==> src/rtl/ahb_bus_arbiter_if.sv <==
// Bus-side signal bundle for the two-master AHB-lite arbiter.
// The master modport is the requester/bus-driver view; the slave modport is the arbiter itself.
interface ahb_bus_arbiter_if;
    logic        HBUSREQ_M0;
    logic [31:0] HADDR_M0;
    logic [1:0]  HTRANS_M0;
    logic        HWRITE_M0;
    logic [2:0]  HSIZE_M0;
    logic [31:0] HWDATA_M0;
    logic        HGRANT_M0;
    logic        HBUSREQ_M1;
    logic [31:0] HADDR_M1;
    logic [1:0]  HTRANS_M1;
    logic        HWRITE_M1;
    logic [2:0]  HSIZE_M1;
    logic [31:0] HWDATA_M1;
    logic        HGRANT_M1;
    logic        HREADY;
    logic [31:0] HADDR;
    logic [1:0]  HTRANS;
    logic        HWRITE;
    logic [2:0]  HSIZE;
    logic [31:0] HWDATA;
    logic        HMASTER;

    modport slave (
        input  HBUSREQ_M0, HADDR_M0, HTRANS_M0, HWRITE_M0, HSIZE_M0, HWDATA_M0,
        input  HBUSREQ_M1, HADDR_M1, HTRANS_M1, HWRITE_M1, HSIZE_M1, HWDATA_M1,
        input  HREADY,
        output HGRANT_M0, HGRANT_M1, HADDR, HTRANS, HWRITE, HSIZE, HWDATA, HMASTER
    );

    modport master (
        output HBUSREQ_M0, HADDR_M0, HTRANS_M0, HWRITE_M0, HSIZE_M0, HWDATA_M0,
        output HBUSREQ_M1, HADDR_M1, HTRANS_M1, HWRITE_M1, HSIZE_M1, HWDATA_M1,
        output HREADY,
        input  HGRANT_M0, HGRANT_M1, HADDR, HTRANS, HWRITE, HSIZE, HWDATA, HMASTER
    );
endinterface

==> src/rtl/ahb_bus_arbiter.sv <==
// Two-master AHB-lite arbiter: round-robin grant with a per-tenure beat limit,
// parking on DEFAULT_MASTER, and address/data ownership pipelined on HREADY.
module ahb_bus_arbiter #(
    parameter int unsigned DEFAULT_MASTER = 0,
    parameter int unsigned MAX_BEATS      = 8
) (
    input  logic              HCLK,
    input  logic              HRESET,
    ahb_bus_arbiter_if.slave  bus
);
    localparam int unsigned   BW        = $clog2(MAX_BEATS + 1);
    localparam logic [BW-1:0] BEATS_MAX = BW'(MAX_BEATS);
    localparam logic          DEF_M     = (DEFAULT_MASTER != 0) ? 1'b1 : 1'b0;

    logic          grant_q,      grant_d;
    logic          addr_owner_q, addr_owner_d;
    logic          data_owner_q, data_owner_d;
    logic [BW-1:0] beats_q,      beats_d;

    // State register with immediate, drain-free reset to the parking master
    always_ff @(posedge HCLK or posedge HRESET) begin
        if (HRESET) begin
            grant_q      <= DEF_M;
            addr_owner_q <= DEF_M;
            data_owner_q <= DEF_M;
            beats_q      <= '0;
        end else begin
            grant_q      <= grant_d;
            addr_owner_q <= addr_owner_d;
            data_owner_q <= data_owner_d;
            beats_q      <= beats_d;
        end
    end

    // Next-state: grant arbitration every edge, ownership and beat count only on HREADY
    always_comb begin
        grant_d      = grant_q;
        addr_owner_d = addr_owner_q;
        data_owner_d = data_owner_q;
        beats_d      = beats_q;

        case ({bus.HBUSREQ_M1, bus.HBUSREQ_M0})
            2'b00:   grant_d = DEF_M;
            2'b01:   grant_d = 1'b0;
            2'b10:   grant_d = 1'b1;
            2'b11: begin
                // Pending handover or unexhausted tenure keeps the grant where it is
                if ((grant_q != addr_owner_q) || (beats_q < BEATS_MAX)) begin
                    grant_d = grant_q;
                end else begin
                    grant_d = ~grant_q;
                end
            end
            default: grant_d = DEF_M;
        endcase

        if (bus.HREADY) begin
            data_owner_d = addr_owner_q;
            addr_owner_d = grant_q;
            if (grant_q != addr_owner_q) begin
                beats_d = '0;
            end else if (bus.HTRANS[1] && (beats_q < BEATS_MAX)) begin
                beats_d = beats_q + BW'(1);
            end else begin
                beats_d = beats_q;
            end
        end else begin
            data_owner_d = data_owner_q;
            addr_owner_d = addr_owner_q;
            beats_d      = beats_q;
        end
    end

    // Outputs: grants and the address/data multiplexers
    always_comb begin
        bus.HGRANT_M0 = ~grant_q;
        bus.HGRANT_M1 = grant_q;
        bus.HMASTER   = addr_owner_q;

        if (addr_owner_q) begin
            bus.HADDR  = bus.HADDR_M1;
            bus.HTRANS = bus.HTRANS_M1;
            bus.HWRITE = bus.HWRITE_M1;
            bus.HSIZE  = bus.HSIZE_M1;
        end else begin
            bus.HADDR  = bus.HADDR_M0;
            bus.HTRANS = bus.HTRANS_M0;
            bus.HWRITE = bus.HWRITE_M0;
            bus.HSIZE  = bus.HSIZE_M0;
        end

        if (data_owner_q) begin
            bus.HWDATA = bus.HWDATA_M1;
        end else begin
            bus.HWDATA = bus.HWDATA_M0;
        end
    end
endmodule

==> src/flat_wrapper.sv <==
// flat-port wrapper written by rule: the top's interface ports become plain ports
module ahb_bus_arbiter_flat 
#(
    parameter int unsigned DEFAULT_MASTER = 0,
    parameter int unsigned MAX_BEATS      = 8
)
  (HCLK, HRESET, bus_HBUSREQ_M0, bus_HADDR_M0, bus_HTRANS_M0, bus_HWRITE_M0, bus_HSIZE_M0, bus_HWDATA_M0, bus_HBUSREQ_M1, bus_HADDR_M1, bus_HTRANS_M1, bus_HWRITE_M1, bus_HSIZE_M1, bus_HWDATA_M1, bus_HREADY, bus_HGRANT_M0, bus_HGRANT_M1, bus_HADDR, bus_HTRANS, bus_HWRITE, bus_HSIZE, bus_HWDATA, bus_HMASTER);
  ahb_bus_arbiter_if bus_i ();
  input  logic HCLK;
  input  logic HRESET;
  input wire logic [$bits(bus_i.HBUSREQ_M0)-1:0] bus_HBUSREQ_M0;
  input wire logic [$bits(bus_i.HADDR_M0)-1:0] bus_HADDR_M0;
  input wire logic [$bits(bus_i.HTRANS_M0)-1:0] bus_HTRANS_M0;
  input wire logic [$bits(bus_i.HWRITE_M0)-1:0] bus_HWRITE_M0;
  input wire logic [$bits(bus_i.HSIZE_M0)-1:0] bus_HSIZE_M0;
  input wire logic [$bits(bus_i.HWDATA_M0)-1:0] bus_HWDATA_M0;
  input wire logic [$bits(bus_i.HBUSREQ_M1)-1:0] bus_HBUSREQ_M1;
  input wire logic [$bits(bus_i.HADDR_M1)-1:0] bus_HADDR_M1;
  input wire logic [$bits(bus_i.HTRANS_M1)-1:0] bus_HTRANS_M1;
  input wire logic [$bits(bus_i.HWRITE_M1)-1:0] bus_HWRITE_M1;
  input wire logic [$bits(bus_i.HSIZE_M1)-1:0] bus_HSIZE_M1;
  input wire logic [$bits(bus_i.HWDATA_M1)-1:0] bus_HWDATA_M1;
  input wire logic [$bits(bus_i.HREADY)-1:0] bus_HREADY;
  output wire logic [$bits(bus_i.HGRANT_M0)-1:0] bus_HGRANT_M0;
  output wire logic [$bits(bus_i.HGRANT_M1)-1:0] bus_HGRANT_M1;
  output wire logic [$bits(bus_i.HADDR)-1:0] bus_HADDR;
  output wire logic [$bits(bus_i.HTRANS)-1:0] bus_HTRANS;
  output wire logic [$bits(bus_i.HWRITE)-1:0] bus_HWRITE;
  output wire logic [$bits(bus_i.HSIZE)-1:0] bus_HSIZE;
  output wire logic [$bits(bus_i.HWDATA)-1:0] bus_HWDATA;
  output wire logic [$bits(bus_i.HMASTER)-1:0] bus_HMASTER;
  assign bus_i.HBUSREQ_M0 = bus_HBUSREQ_M0;
  assign bus_i.HADDR_M0 = bus_HADDR_M0;
  assign bus_i.HTRANS_M0 = bus_HTRANS_M0;
  assign bus_i.HWRITE_M0 = bus_HWRITE_M0;
  assign bus_i.HSIZE_M0 = bus_HSIZE_M0;
  assign bus_i.HWDATA_M0 = bus_HWDATA_M0;
  assign bus_i.HBUSREQ_M1 = bus_HBUSREQ_M1;
  assign bus_i.HADDR_M1 = bus_HADDR_M1;
  assign bus_i.HTRANS_M1 = bus_HTRANS_M1;
  assign bus_i.HWRITE_M1 = bus_HWRITE_M1;
  assign bus_i.HSIZE_M1 = bus_HSIZE_M1;
  assign bus_i.HWDATA_M1 = bus_HWDATA_M1;
  assign bus_i.HREADY = bus_HREADY;
  assign bus_HGRANT_M0 = bus_i.HGRANT_M0;
  assign bus_HGRANT_M1 = bus_i.HGRANT_M1;
  assign bus_HADDR = bus_i.HADDR;
  assign bus_HTRANS = bus_i.HTRANS;
  assign bus_HWRITE = bus_i.HWRITE;
  assign bus_HSIZE = bus_i.HSIZE;
  assign bus_HWDATA = bus_i.HWDATA;
  assign bus_HMASTER = bus_i.HMASTER;
  ahb_bus_arbiter #(.DEFAULT_MASTER(DEFAULT_MASTER), .MAX_BEATS(MAX_BEATS)) u_core (.HCLK(HCLK), .HRESET(HRESET), .bus(bus_i));
endmodule
==> config.mk <==
export PLATFORM = sky130hd
export DESIGN_NAME = ahb_bus_arbiter_flat
export DESIGN_NICKNAME = d
export VERILOG_FILES = /design/src/rtl/ahb_bus_arbiter_if.sv /design/src/rtl/ahb_bus_arbiter.sv /design/src/flat_wrapper.sv
export SDC_FILE = /design/constraint.sdc
export NUM_CORES = 1
export LEC_CHECK = 0
export BUFFER_PORTS_ARGS = -buffer_cell sky130_fd_sc_hd__clkbuf_2
export CAP_MARGIN = 20
export CORE_AREA = 2 2 85 87
export CTS_CLUSTER_DIAMETER = 200
export CTS_CLUSTER_SIZE = 24
export DETAILED_ROUTE_END_ITERATION = 6
export DIE_AREA = 0 0 87 89
export GPL_TIMING_DRIVEN = 0
export PLACE_DENSITY_LB_ADDON = 0.25
export SETUP_SLACK_MARGIN = 0.1
export SLEW_MARGIN = 10
export SYNTH_ARGS = -nofsm -noshare
export SYNTH_HDL_FRONTEND = slang
export SYNTH_SLANG_ARGS = --single-unit
==> constraint.sdc <==
create_clock -name HCLK -period 2.6 [get_ports HCLK]
set_input_delay 0.13 -clock HCLK [delete_from_list [all_inputs] [get_ports HCLK]]
set_output_delay 0.13 -clock HCLK [all_outputs]
set_load 0.005 [all_outputs]
==> key figures, run 1 <==
Worst hold path
  – Min-delay worst type: in2reg
  – Min-Delay Startpoint: bus_HBUSREQ_M0
  – End point of the worst hold path: u_core.bus.HGRANT_M1
  – Worst hold path depth: 2

Global routing
  – Antenna violations before repair: 0
  – Via count of the first global-routing pass: 1643
  – Overall global routing resource usage: 11.68%
  – GRT Residual Overflow: 0
  – Pin count of the biggest net entering global routing: 11
  – First-pass GRT wire length: 7.017 mm

Critical path
  – Crit Reg-Reg Endpoint: u_core.beats_q[0]
  – Reg2Reg Setup Slack: 1080 ps
  – Critical path data arrival time: 1580 ps
  – Library cell contributing the largest single delay on the critical path: sky130_fd_sc_hd__mux2_2
  – Crit Reg-Reg Startpoint: u_core.bus.HMASTER
  – Largest driver fanout on the critical path: 10
  – Stage delay of the slowest cell on the critical path: 370 ps
  – Kind of critical path: reg2out
  – Cells along the critical path: clkbuf_1 -> buf_2 -> mux2_2 -> clkbuf_2
  – Critical path launch point type: flip-flop
  – R2R depth: 4
  – Data required time at the worst endpoint: 2470 ps
  – Setup crit end kind: output pin

Cells and area
  – Non-Filler Cell Area, Final: 2450 um^2
  – Total area of multi-input combinational cells: 974.7 um^2
  – Area taken by flip-flops and latches: 175.2 um^2
  – Final net count: 483
  – Most common library cell in the layout ignoring fill and taps: sky130_fd_sc_hd__clkbuf_2
  – Fill cell total of the finished layout: 715
  – Area Growth Syn to Fin: 102.7%
  – Layout cell share with drive strength beyond 1: 90.18%
  – Diodes inserted: 0
  – Top library cells by usage in the layout, fill and taps aside: 217 x sky130_fd_sc_hd__clkbuf_2, 73 x sky130_fd_sc_hd__mux2_2, 8 x sky130_fd_sc_hd__buf_2

Timing
  – Slew @ Worst Pin: 307.6 ps
  – Unrepaired setup endpoints after global routing: false
  – Hold slack: 73.50 ps
  – Highest clock rate: 585.5 MHz
  – Total count of max-transition violations in the final report: 0
  – Final Critical Period: 1708 ps
  – Final TNS setup: 0 ps
  – Hold violation total from the final report: 0
  – Worst slew margin relative to its limit: 79.49%
  – Part of the cycle the worst path needs: 65.69%
  – Largest clock skew in the final design: 0.4628 ps
  – Total setup violations reported at the end of the flow: 0

Route
  – M1 wire length: 1.628 mm
  – Number of vias per cell after detailed routing: 4.243
  – Wire per inst: 12.68 um
  – Drt drc: 0
  – Wire length reported by the detailed router: 5.276 mm
  – First-pass iteration count of the detailed router: 4
  – Drt initial violations: 11
  – Residual antenna-violating net count after detailed routing: 0
  – Via count: 1765
  – Top sig layer: met4
  – Total length of routed met2 wires: 2.982 mm
  – Length of routed met3 wiring: 593 um

Outcome
  – Status: completed

Synthesis
  – Post-synthesis instance area: 1209 um^2
  – Flop and latch count out of synthesis: 7
  – Yosys cell types: 20
  – Nets in the synthesized netlist: 260
  – Top cell type's share of synthesized area: 68.01%
  – Post-synthesis cell count: 114
  – Synthesis warning total: 0
  – Share of the yosys chip area belonging to registers: 14.49%
  – Synth Area per Inst: 10.60 um^2
  – Most area-hungry cell type in the Yosys netlist: sky130_fd_sc_hd__mux2_2
  – Largest cells by area after synthesis: sky130_fd_sc_hd__mux2_2 68%, sky130_fd_sc_hd__dfrtp_1 14%, sky130_fd_sc_hd__buf_2 3.3%

Clocking
  – Number of buffers created by CTS: 3
  – Quantity of gates resized following cts: 0
  – TritonCTS clock tree: done
  – Number of sinks on the clock net: 7
  – Setup Fix Bufs, Post-CTS: 0
  – Clock root buffer: sky130_fd_sc_hd__clkbuf_8
  – Number of buffers between clock root and the deepest sink: 2
  – Clock latency reported for the late side of the worst-skew pair: 230 ps
  – Clock-pin slew reported for the worst setup and hold paths after clock tree synthesis: 40 ps
  – Maximum level of the CTS H-tree: 1

Place
  – Final weighted congestion of routability-driven global placement: 0.7829
  – Port Buffers: 217
  – Final HPWL DP: 4.844 mm
  – Placement-stage cell area: 2395 um^2

Floorplanning
  – Number of cell rows: 30
  – Core box area: 6719 um^2
  – DIE HEIGHT: 89 um
  – Chip Width: 87 um
  – Starting utilization of the core area: 17.99%
  – Die Outline Area: 7743 um^2
  – Total I/O pin count: 218

Flow run
  – Max Cap Violations: 0

Power and ir drop
  – Power density of the placed cells: 393.0 nW/um^2
  – Max rail drop VDD: 0.1319 mV
  – Cell leakage power: 1.410 nW
[registers in the layout (all words and copies together) (netlist names)]
| name | cells |
|---|---|
| u_core.beats_q | 4 |
| u_core.data_owner_q | 1 |
| u_core.bus.HMASTER | 1 |
| u_core.bus.HGRANT_M1 | 1 |
[layout make-up]
cell class	instances	area share (%)
flip-flops and latches	7	7.150
repair buffers	218	44.74
inverters	4	0.6129
well taps	80	4.086
clock buffers	4	1.839
multi-input cells	94	39.79
plain buffers	9	1.788
[how the worst max path moves through the flow]
stage	startpoint	to	slack, ps	depth (start not counted)
5_1_grt	u_core.data_owner_q	bus_HWDATA[24]	790	4
3_5_place_dp	u_core.bus.HMASTER	u_core.beats_q[0]	1080	4
6_report	u_core.data_owner_q	bus_HWDATA[30]	890	4
3_3_place_gp	u_core.bus.HMASTER	u_core.beats_q[1]	1090	4
4_1_cts	u_core.data_owner_q	bus_HWDATA[30]	850	4
2_1_floorplan	u_core.bus.HMASTER	u_core.beats_q[0]	1190	4
[power by group]
part	total, W	switching, W	internal (W)	leakage, nW
Sequential	0.000165	0.0000256	0.000139	0.0897
Combinational	0.000639	0.000253	0.000386	1.30
Clock	0.000158	0.0000519	0.000106	0.0228
[per-layer routing]
metal  up-vias  GRT usage (%)
met4         0          4.261
li1        864              -
met3         5          2.216
met1       765          10.56
met2       131          25.05
met5         -              0
[stage by stage]
step / power, W / util (%) / std cells / setup slack [ps]
after floorplan: 0.0005155 / - / 114 / 1192
after global placement: 0.0008069 / 35.64 / 411 / 1092
after detailed placement: 0.0008141 / 35.64 / 411 / 1082
after CTS: 0.0009783 / 36.46 / 416 / 849.8
after global routing: 0.001048 / 36.46 / 416 / 785.8
final: 0.0009627 / 36.46 / 416 / 892.2
[cell usage after synthesis, drive strengths merged]
cell,number
inv,4
o221ai,1
nor2,3
nor2b,3
and4,1
o21ai,1
mux2,74
nor3b,1
buf,8
a311o,1
a21oi,2
nand2,2
ha,1
or2,1
a211oi,1
xor2,1
dfrtp,7
clkbuf,1
a21boi,1
[cells by family after synthesis]
logic type | Yosys count | share of synthesized area (%)
AOI/OAI and AO/OA | 7 | 4.038
xor gates and xnor gates | 1 | 1.346
adders and majority gates | 1 | 1.035
buffers and inverters | 13 | 4.865
DFF | 7 | 14.49
muxes | 74 | 69.25
and+or+nand+nor | 11 | 4.970
[what timing repair did]
item	4_1_cts	5_1_grt
endpoints found under the setup margin	0	0
endpoints found under the hold margin	7	0
hold buffers	1	0
[critical path: cells and delay by family, from the launching register on]
kind	cells	cell delay, ps
buffers and inverters	3	660
DFF	1	310
muxes	1	370
Note: power is estimated with default switching activity, not from simulation.
==> run 2, diff against run 1 <==
- CORE_AREA: 2 2 85 87 -> 2 2 83 85
- DIE_AREA: 0 0 87 89 -> 0 0 85 87
- clock period: 2.6 -> 1.5 ns (I/O delays scaled with it)
==> run 2 against run 1 <==
Net effect: largest cell class unchanged; sequential share of layout area is 0.76 points lower; clock skew about the same; sequential cell count stayed put; worst hold slack worse by 46 ps; clock-buffer cell count did not move; via count grew 2.5%; first-iteration DRC count up 45%; final area rose by 12%; combinational power grew 120%; die area is 4.5% lower; global-route usage rose by 1.1 points; non-clock buffer count rose by 8.
==> key figures, run 2 (same netlist as run 1, synthesis figures left out) <==
Clocking
  – Clock root buffer: sky130_fd_sc_hd__clkbuf_8 (unchanged)
  – Number of buffers created by CTS: 3 (unchanged)
  – TritonCTS clock tree: done (unchanged)
  – Clock-pin slew reported for the worst setup and hold paths after clock tree synthesis: 40 ps (about the same)
  – Maximum level of the CTS H-tree: 1 (unchanged)
  – Clock latency reported for the late side of the worst-skew pair: 230 ps (about the same)
  – Number of buffers between clock root and the deepest sink: 2 (unchanged)
  – Number of sinks on the clock net: 7 (unchanged)

Timing
  – Final Critical Period: 1429 ps
  – Total setup violations reported at the end of the flow: 0 (unchanged)
  – Worst slew margin relative to its limit: 78.81% (was 79.49%)
  – Slew @ Worst Pin: 317.8 ps (was 307.6 ps)
  – Highest clock rate: 699.7 MHz
  – Unrepaired setup endpoints after global routing: true (was false)
  – Largest clock skew in the final design: 0.4690 ps (was 0.4628 ps)
  – Part of the cycle the worst path needs: 95.29%
  – Setup WS post-layout: 70.72 ps (was 892.2 ps)
  – Hold violation total from the final report: 0 (unchanged)
  – Total count of max-transition violations in the final report: 0 (unchanged)
  – Final TNS setup: 0 ps (unchanged)

Global routing
  – Global-route track usage on met3: 4.550% (was 2.216%)
  – Routing layer with the top usage in global route: met2 (unchanged)
  – Global routing met1 resource utilization: 13.06% (was 10.56%)
  – Antenna violations before repair: 0 (unchanged)
  – Overall global routing resource usage: 12.74% (was 11.68%)
  – First-pass GRT wire length: 7.721 mm (was 7.017 mm)
  – GRT Residual Overflow: 0 (unchanged)
  – Via count of the first global-routing pass: 1725 (was 1643)
  – Met2 global-route usage: 25.00% (was 25.05%)
  – Pin count of the biggest net entering global routing: 11 (unchanged)

Flow run
  – Max Cap Violations: 0 (unchanged)

Cells and area
  – Top reg by flops: u_core.beats_q (unchanged)
  – Diodes inserted: 0 (unchanged)
  – Area Growth Syn to Fin: 126.9% (was 102.7%)
  – Layout cell share with drive strength beyond 1: 91.57% (was 90.18%)
  – Non-Filler Cell Area, Final: 2743 um^2 (was 2450 um^2)
  – Final net count: 491 (was 483)
  – Most common library cell in the layout ignoring fill and taps: sky130_fd_sc_hd__clkbuf_2 (unchanged)
  – Cell Count, Final, Fillers Out: 424 (was 416)
  – Fill cell total of the finished layout: 667 (was 715)
  – Top library cells by usage in the layout, fill and taps aside: 217 x sky130_fd_sc_hd__clkbuf_2, 62 x sky130_fd_sc_hd__mux2_2, 12 x sky130_fd_sc_hd__mux2_4 (was 217 x sky130_fd_sc_hd__clkbuf_2, 73 x sky130_fd_sc_hd__mux2_2, 8 x sky130_fd_sc_hd__buf_2)
  – Largest register FFs: 4 (unchanged)

Critical path
  – Data required time at the worst endpoint: 1420 ps (was 2470 ps)
  – Library cell contributing the largest single delay on the critical path: sky130_fd_sc_hd__dfrtp_1 (was sky130_fd_sc_hd__mux2_2)
  – Kind of critical path: reg2out (unchanged)
  – Critical path data arrival time: 1350 ps (was 1580 ps)
  – Setup crit end kind: output pin (unchanged)
  – Stage delay of the slowest cell on the critical path: 360 ps (was 370 ps)
  – Cells along the critical path: buf_8 -> clkbuf_16 -> mux2_2 -> clkbuf_2 (was clkbuf_1 -> buf_2 -> mux2_2 -> clkbuf_2)
  – Critical path launch point type: flip-flop (unchanged)
  – Largest driver fanout on the critical path: 9 (was 10)

Place
  – Port Buffers: 217 (unchanged)
  – Number of instances in the placed design: 411 (unchanged)
  – Final weighted congestion of routability-driven global placement: 0.8114 (was 0.7829)
  – Placement-stage cell area: 2401 um^2 (was 2395 um^2)
  – Worst-case setup slack after placement: 69.09 ps (was 1082 ps)
  – Final HPWL DP: 4.744 mm (was 4.844 mm)

Floorplanning
  – Starting utilization of the core area: 18.40% (was 17.99%)
  – DIE HEIGHT: 87 um (was 89 um)
  – Chip Width: 85 um (was 87 um)
  – Number of cell rows: 30 (unchanged)
  – Core box area: 6569 um^2 (was 6719 um^2)
  – Total I/O pin count: 218 (unchanged)
  – Die Outline Area: 7395 um^2 (was 7743 um^2)

Power and ir drop
  – Max rail drop VDD: 0.3663 mV (was 0.1319 mV)
  – Cell leakage power: 1.552 nW (was 1.410 nW)
  – Post-layout total power: 0.001953 W (was 0.0009627 W)
  – Power density of the placed cells: 712.0 nW/um^2 (was 393.0 nW/um^2)

Route
  – Residual antenna-violating net count after detailed routing: 0 (unchanged)
  – Number of vias per cell after detailed routing: 4.267 (was 4.243)
  – Drt initial violations: 16 (was 11)
  – Via count: 1809 (was 1765)
  – First-pass iteration count of the detailed router: 4 (unchanged)
  – Wire length reported by the detailed router: 5.529 mm (was 5.276 mm)
  – Drt drc: 0 (unchanged)
  – Wire per inst: 13.04 um (was 12.68 um)

Worst hold path
  – Min-delay worst type: in2reg (unchanged)

Outcome
  – Status: completed (unchanged)
-- run 2: cell types whose count changed in the layout (fill, tap and decap cells not counted), moves of 3 or more --
| cell | previous run | this run |
|---|---|---|
| sky130_fd_sc_hd__buf_8 | 0 | 8 |
| sky130_fd_sc_hd__mux2_4 | 1 | 12 |
| sky130_fd_sc_hd__mux2_2 | 73 | 62 |
| sky130_fd_sc_hd__buf_4 | 0 | 4 |
| sky130_fd_sc_hd__clkbuf_16 | 0 | 3 |
| sky130_fd_sc_hd__buf_2 | 8 | 0 |
-- run 2: final timing paths --
kind	startpoint	to	slack [ps]	depth (start not counted)
min in group asynchronous	HRESET	u_core.beats_q[1]	300	3
worst max register to register	u_core.bus.HMASTER	u_core.beats_q[2]	90	5
worst min-delay path	bus_HBUSREQ_M0	u_core.bus.HGRANT_M1	30	2
worst min register to register	u_core.beats_q[1]	u_core.beats_q[1]	530	1
max in group asynchronous	HRESET	u_core.bus.HGRANT_M1	980	3
worst max-delay path	u_core.data_owner_q	bus_HWDATA[16]	70	4
-- run 2: what timing repair did --
action	in CTS	in global routing
hold endpoints to repair	7	0
pin swaps	0	1
cloned	0	3
hold buffers	1	0
endpoints found under the setup margin	68	70
gates resized for setup	35	7
setup buffers	3	2
-- run 2: critical path: cells and delay by family, from the launching register on --
family,cells,cell delay [ps]
mux,1,330
buf+inv,3,430
flops,1,360
-- run 2: metrics by stage --
step	hold slack (ps)	utilization [%]
finish	27.81	41.75
floorplan	-121.6	-
detailed placement	5.291	36.55
global route	54.49	41.75
global placement	9.145	36.55
CTS	30.88	39.56
-- run 2: layout make-up --
cell class              count  area (um^2)  share of cell area, %
plain buffers               9        131.4                  4.790
clock buffers               4        45.04                  1.642
inverters                   4        15.01                 0.5474
multi-input cells          94         1055                  38.46
flip-flops and latches      7        175.2                  6.387
well taps                  80        100.1                  3.650
repair buffers            226         1221                  44.53
-- run 2: report_power, final --
part | leakage [nW] | switching [W] | total (W) | internal [W]
Sequential | 0.0897 | 0.0000522 | 0.000294 | 0.000242
Clock | 0.0228 | 0.0000827 | 0.000267 | 0.000184
Combinational | 1.44 | 0.000505 | 0.00139 | 0.000887
-- run 2: per-layer routing --
metal	wire length [um]	up-vias
met2	2979	130
met3	660	8
met4	51	0
met5	0	-
met1	1838	792
li1	-	879
==> run 3, diff against run 2 <==
- CORE_AREA: 2 2 83 85 -> 2 2 84 86
- CTS_BUF_LIST: not set -> sky130_fd_sc_hd__clkbuf_2 sky130_fd_sc_hd__clkbuf_4 sky130_fd_sc_hd__clkbuf_8
- DIE_AREA: 0 0 85 87 -> 0 0 86 88
==> run 3 against run 2 <==
Net effect: sequential power down 2%; utilization down 1.8 points; register-to-register slack worse by 30 ps; total power down 3.3%; critical path type is now reg2reg.
==> key figures, run 3 (same netlist as run 1, synthesis figures left out) <==
Cells and area
  – Top reg by flops: u_core.beats_q (unchanged)
  – Top library cells by usage in the layout, fill and taps aside: 217 x sky130_fd_sc_hd__clkbuf_2, 67 x sky130_fd_sc_hd__mux2_2, 7 x sky130_fd_sc_hd__mux2_4, 7 x sky130_fd_sc_hd__buf_8, 7 x sky130_fd_sc_hd__dfrtp_1 (was 217 x sky130_fd_sc_hd__clkbuf_2, 62 x sky130_fd_sc_hd__mux2_2, 12 x sky130_fd_sc_hd__mux2_4)
  – Largest register FFs: 4 (unchanged)
  – Final net count: 488 (was 491)
  – Area taken by flip-flops and latches: 175.2 um^2 (unchanged)
  – Total area of multi-input combinational cells: 1003 um^2 (was 1055 um^2)
  – Most common library cell in the layout ignoring fill and taps: sky130_fd_sc_hd__clkbuf_2 (unchanged)
  – Layout cell share with drive strength beyond 1: 91.20% (was 91.57%)
  – Fill cell total of the finished layout: 665 (was 667)
  – Diodes inserted: 0 (unchanged)
  – Area Growth Syn to Fin: 119.8% (was 126.9%)

Floorplanning
  – DIE HEIGHT: 88 um (was 87 um)
  – Die Outline Area: 7568 um^2 (was 7395 um^2)
  – Starting utilization of the core area: 18.19% (was 18.40%)
  – Total I/O pin count: 218 (unchanged)
  – Chip Width: 86 um (was 85 um)
  – Number of cell rows: 30 (unchanged)
  – Core box area: 6644 um^2 (was 6569 um^2)

Route
  – Drt initial violations: 29 (was 16)
  – Drt drc: 0 (unchanged)
  – Number of vias per cell after detailed routing: 4.052 (was 4.267)
  – Residual antenna-violating net count after detailed routing: 0 (unchanged)
  – Via count: 1706 (was 1809)
  – Wire length reported by the detailed router: 5.516 mm (was 5.529 mm)
  – First-pass iteration count of the detailed router: 4 (unchanged)
  – Wire per inst: 13.10 um (was 13.04 um)

Clocking
  – Clock root buffer: sky130_fd_sc_hd__clkbuf_8 (unchanged)
  – Maximum level of the CTS H-tree: 1 (unchanged)
  – TritonCTS clock tree: done (unchanged)
  – Number of buffers between clock root and the deepest sink: 2 (unchanged)
  – Number of buffers created by CTS: 3 (unchanged)
  – Clock-pin slew reported for the worst setup and hold paths after clock tree synthesis: 40 ps (about the same)
  – Clock latency reported for the late side of the worst-skew pair: 220 ps (was 230 ps)
  – Number of sinks on the clock net: 7 (unchanged)

Power and ir drop
  – Post-layout total power: 0.001888 W (was 0.001953 W)
  – Max rail drop VDD: 0.2330 mV (was 0.3663 mV)
  – Cell leakage power: 1.509 nW (was 1.552 nW)
  – Power density of the placed cells: 710.9 nW/um^2 (was 712.0 nW/um^2)

Global routing
  – Overall global routing resource usage: 12.13% (was 12.74%)
  – Via count of the first global-routing pass: 1554 (was 1725)
  – Antenna violations before repair: 0 (unchanged)
  – Pin count of the biggest net entering global routing: 11 (unchanged)
  – GRT Residual Overflow: 0 (unchanged)
  – First-pass GRT wire length: 7.445 mm (was 7.721 mm)

Critical path
  – Stage delay of the slowest cell on the critical path: 380 ps (was 360 ps)
  – Setup crit end kind: flip-flop (was output pin)
  – Cells along the critical path: buf_6 -> or2_1 -> o221ai_2 -> mux2_4 (was buf_8 -> clkbuf_16 -> mux2_2 -> clkbuf_2)
  – Kind of critical path: reg2reg (was reg2out)
  – Critical path launch point type: flip-flop (unchanged)
  – Largest driver fanout on the critical path: 8 (was 9)
  – Library cell contributing the largest single delay on the critical path: sky130_fd_sc_hd__dfrtp_1 (unchanged)
  – Critical path data arrival time: 1540 ps (was 1350 ps)
  – Data required time at the worst endpoint: 1600 ps (was 1420 ps)

Timing
  – Part of the cycle the worst path needs: 95.78% (was 95.29%)
  – Unrepaired setup endpoints after global routing: true (unchanged)
  – Final Critical Period: 1437 ps (was 1429 ps)
  – Final TNS setup: 0 ps (unchanged)
  – Hold violation total from the final report: 0 (unchanged)
  – Highest clock rate: 696.0 MHz (was 699.7 MHz)
  – Total setup violations reported at the end of the flow: 0 (unchanged)
  – Setup WS post-layout: 63.25 ps (was 70.72 ps)
  – Total count of max-transition violations in the final report: 0 (unchanged)
  – Worst slew margin relative to its limit: 81.63% (was 78.81%)
  – Largest clock skew in the final design: 2.025 ps (was 0.4690 ps)
  – Slew @ Worst Pin: 275.6 ps (was 317.8 ps)

Place
  – Final HPWL DP: 4.877 mm (was 4.744 mm)
  – Final weighted congestion of routability-driven global placement: 0.7908 (was 0.8114)
  – Port Buffers: 217 (unchanged)
  – Worst-case setup slack after placement: 40.88 ps (was 69.09 ps)

Worst hold path
  – Min-delay worst type: in2reg (unchanged)

Flow run
  – Max Cap Violations: 0 (unchanged)

Outcome
  – Status: completed (unchanged)
-- run 3: changes by cell type in the layout (fill, tap and decap cells not counted), sizes merged --
cell,previous run,this run
buf,14,11
-- run 3: area by class of cell --
cell class	instances	share of cell area (%)
Timing Repair Buffer	223	44.65
Multi-Input combinational cell	94	37.78
Sequential cell	7	6.594
Buffer	9	4.805
Tap cell	80	3.768
Clock buffer	4	1.837
Inverter	4	0.5652
-- run 3: worst paths after layout --
kind,startpoint,to,slack (ps),cells after the start
worst max-delay path,u_core.bus.HMASTER,u_core.beats_q[0],60,4
worst min-delay path,bus_HBUSREQ_M0,u_core.bus.HGRANT_M1,40,2
worst max register to register,u_core.bus.HMASTER,u_core.beats_q[0],60,4
worst min register to register,u_core.beats_q[1],u_core.beats_q[1],540,1
max in group asynchronous,HRESET,u_core.beats_q[0],960,3
min in group asynchronous,HRESET,u_core.beats_q[1],320,3
-- run 3: where the power goes --
part | total, W | internal (W) | switching [W]
Sequential | 0.000288 | 0.000242 | 0.0000459
Clock | 0.000273 | 0.000201 | 0.0000718
Combinational | 0.00133 | 0.000842 | 0.000486
Total | 0.00189 | 0.00128 | 0.000603
-- run 3: worst max-delay path: cells and delay by family, from the launching register on --
| kind | cells | cell delay (ps) |
|---|---|---|
| flip-flops | 1 | 380 |
| AND/OR/NAND/NOR | 1 | 220 |
| buffers and inverters | 1 | 160 |
| multiplexers | 1 | 330 |
| AO/OA/AOI/OAI | 1 | 230 |
-- run 3: per-layer routing --
layer | global-route usage [%] | vias to the layer above | share of wire, %
met3 | 1.979 | 2 | 5.6
met5 | 0 | - | 0
met2 | 22.06 | 63 | 54
met1 | 15.61 | 766 | 40
met4 | 1.154 | 0 | 0.24
li1 | - | 875 | -
-- run 3: through the flow --
step | instances | utilization, % | cell area, um^2 | hold slack, ps
floorplan | 114 | - | 1215 | -121.6
global placement | 411 | 36.14 | 2401 | 9.774
detailed placement | 411 | 36.14 | 2401 | -4.428
CTS | 416 | 38.15 | 2535 | 37.34
global route | 421 | 39.98 | 2656 | 65.26
finish | 421 | 39.98 | 2656 | 37.55
-- run 3: timing repair --
item	CTS	global route
hold buffers	1	0
gates cloned	0	3
endpoints found under the setup margin	68	63
setup buffers	0	2
resized for setup	23	9
pin swaps	0	0
hold endpoints to repair	7	0
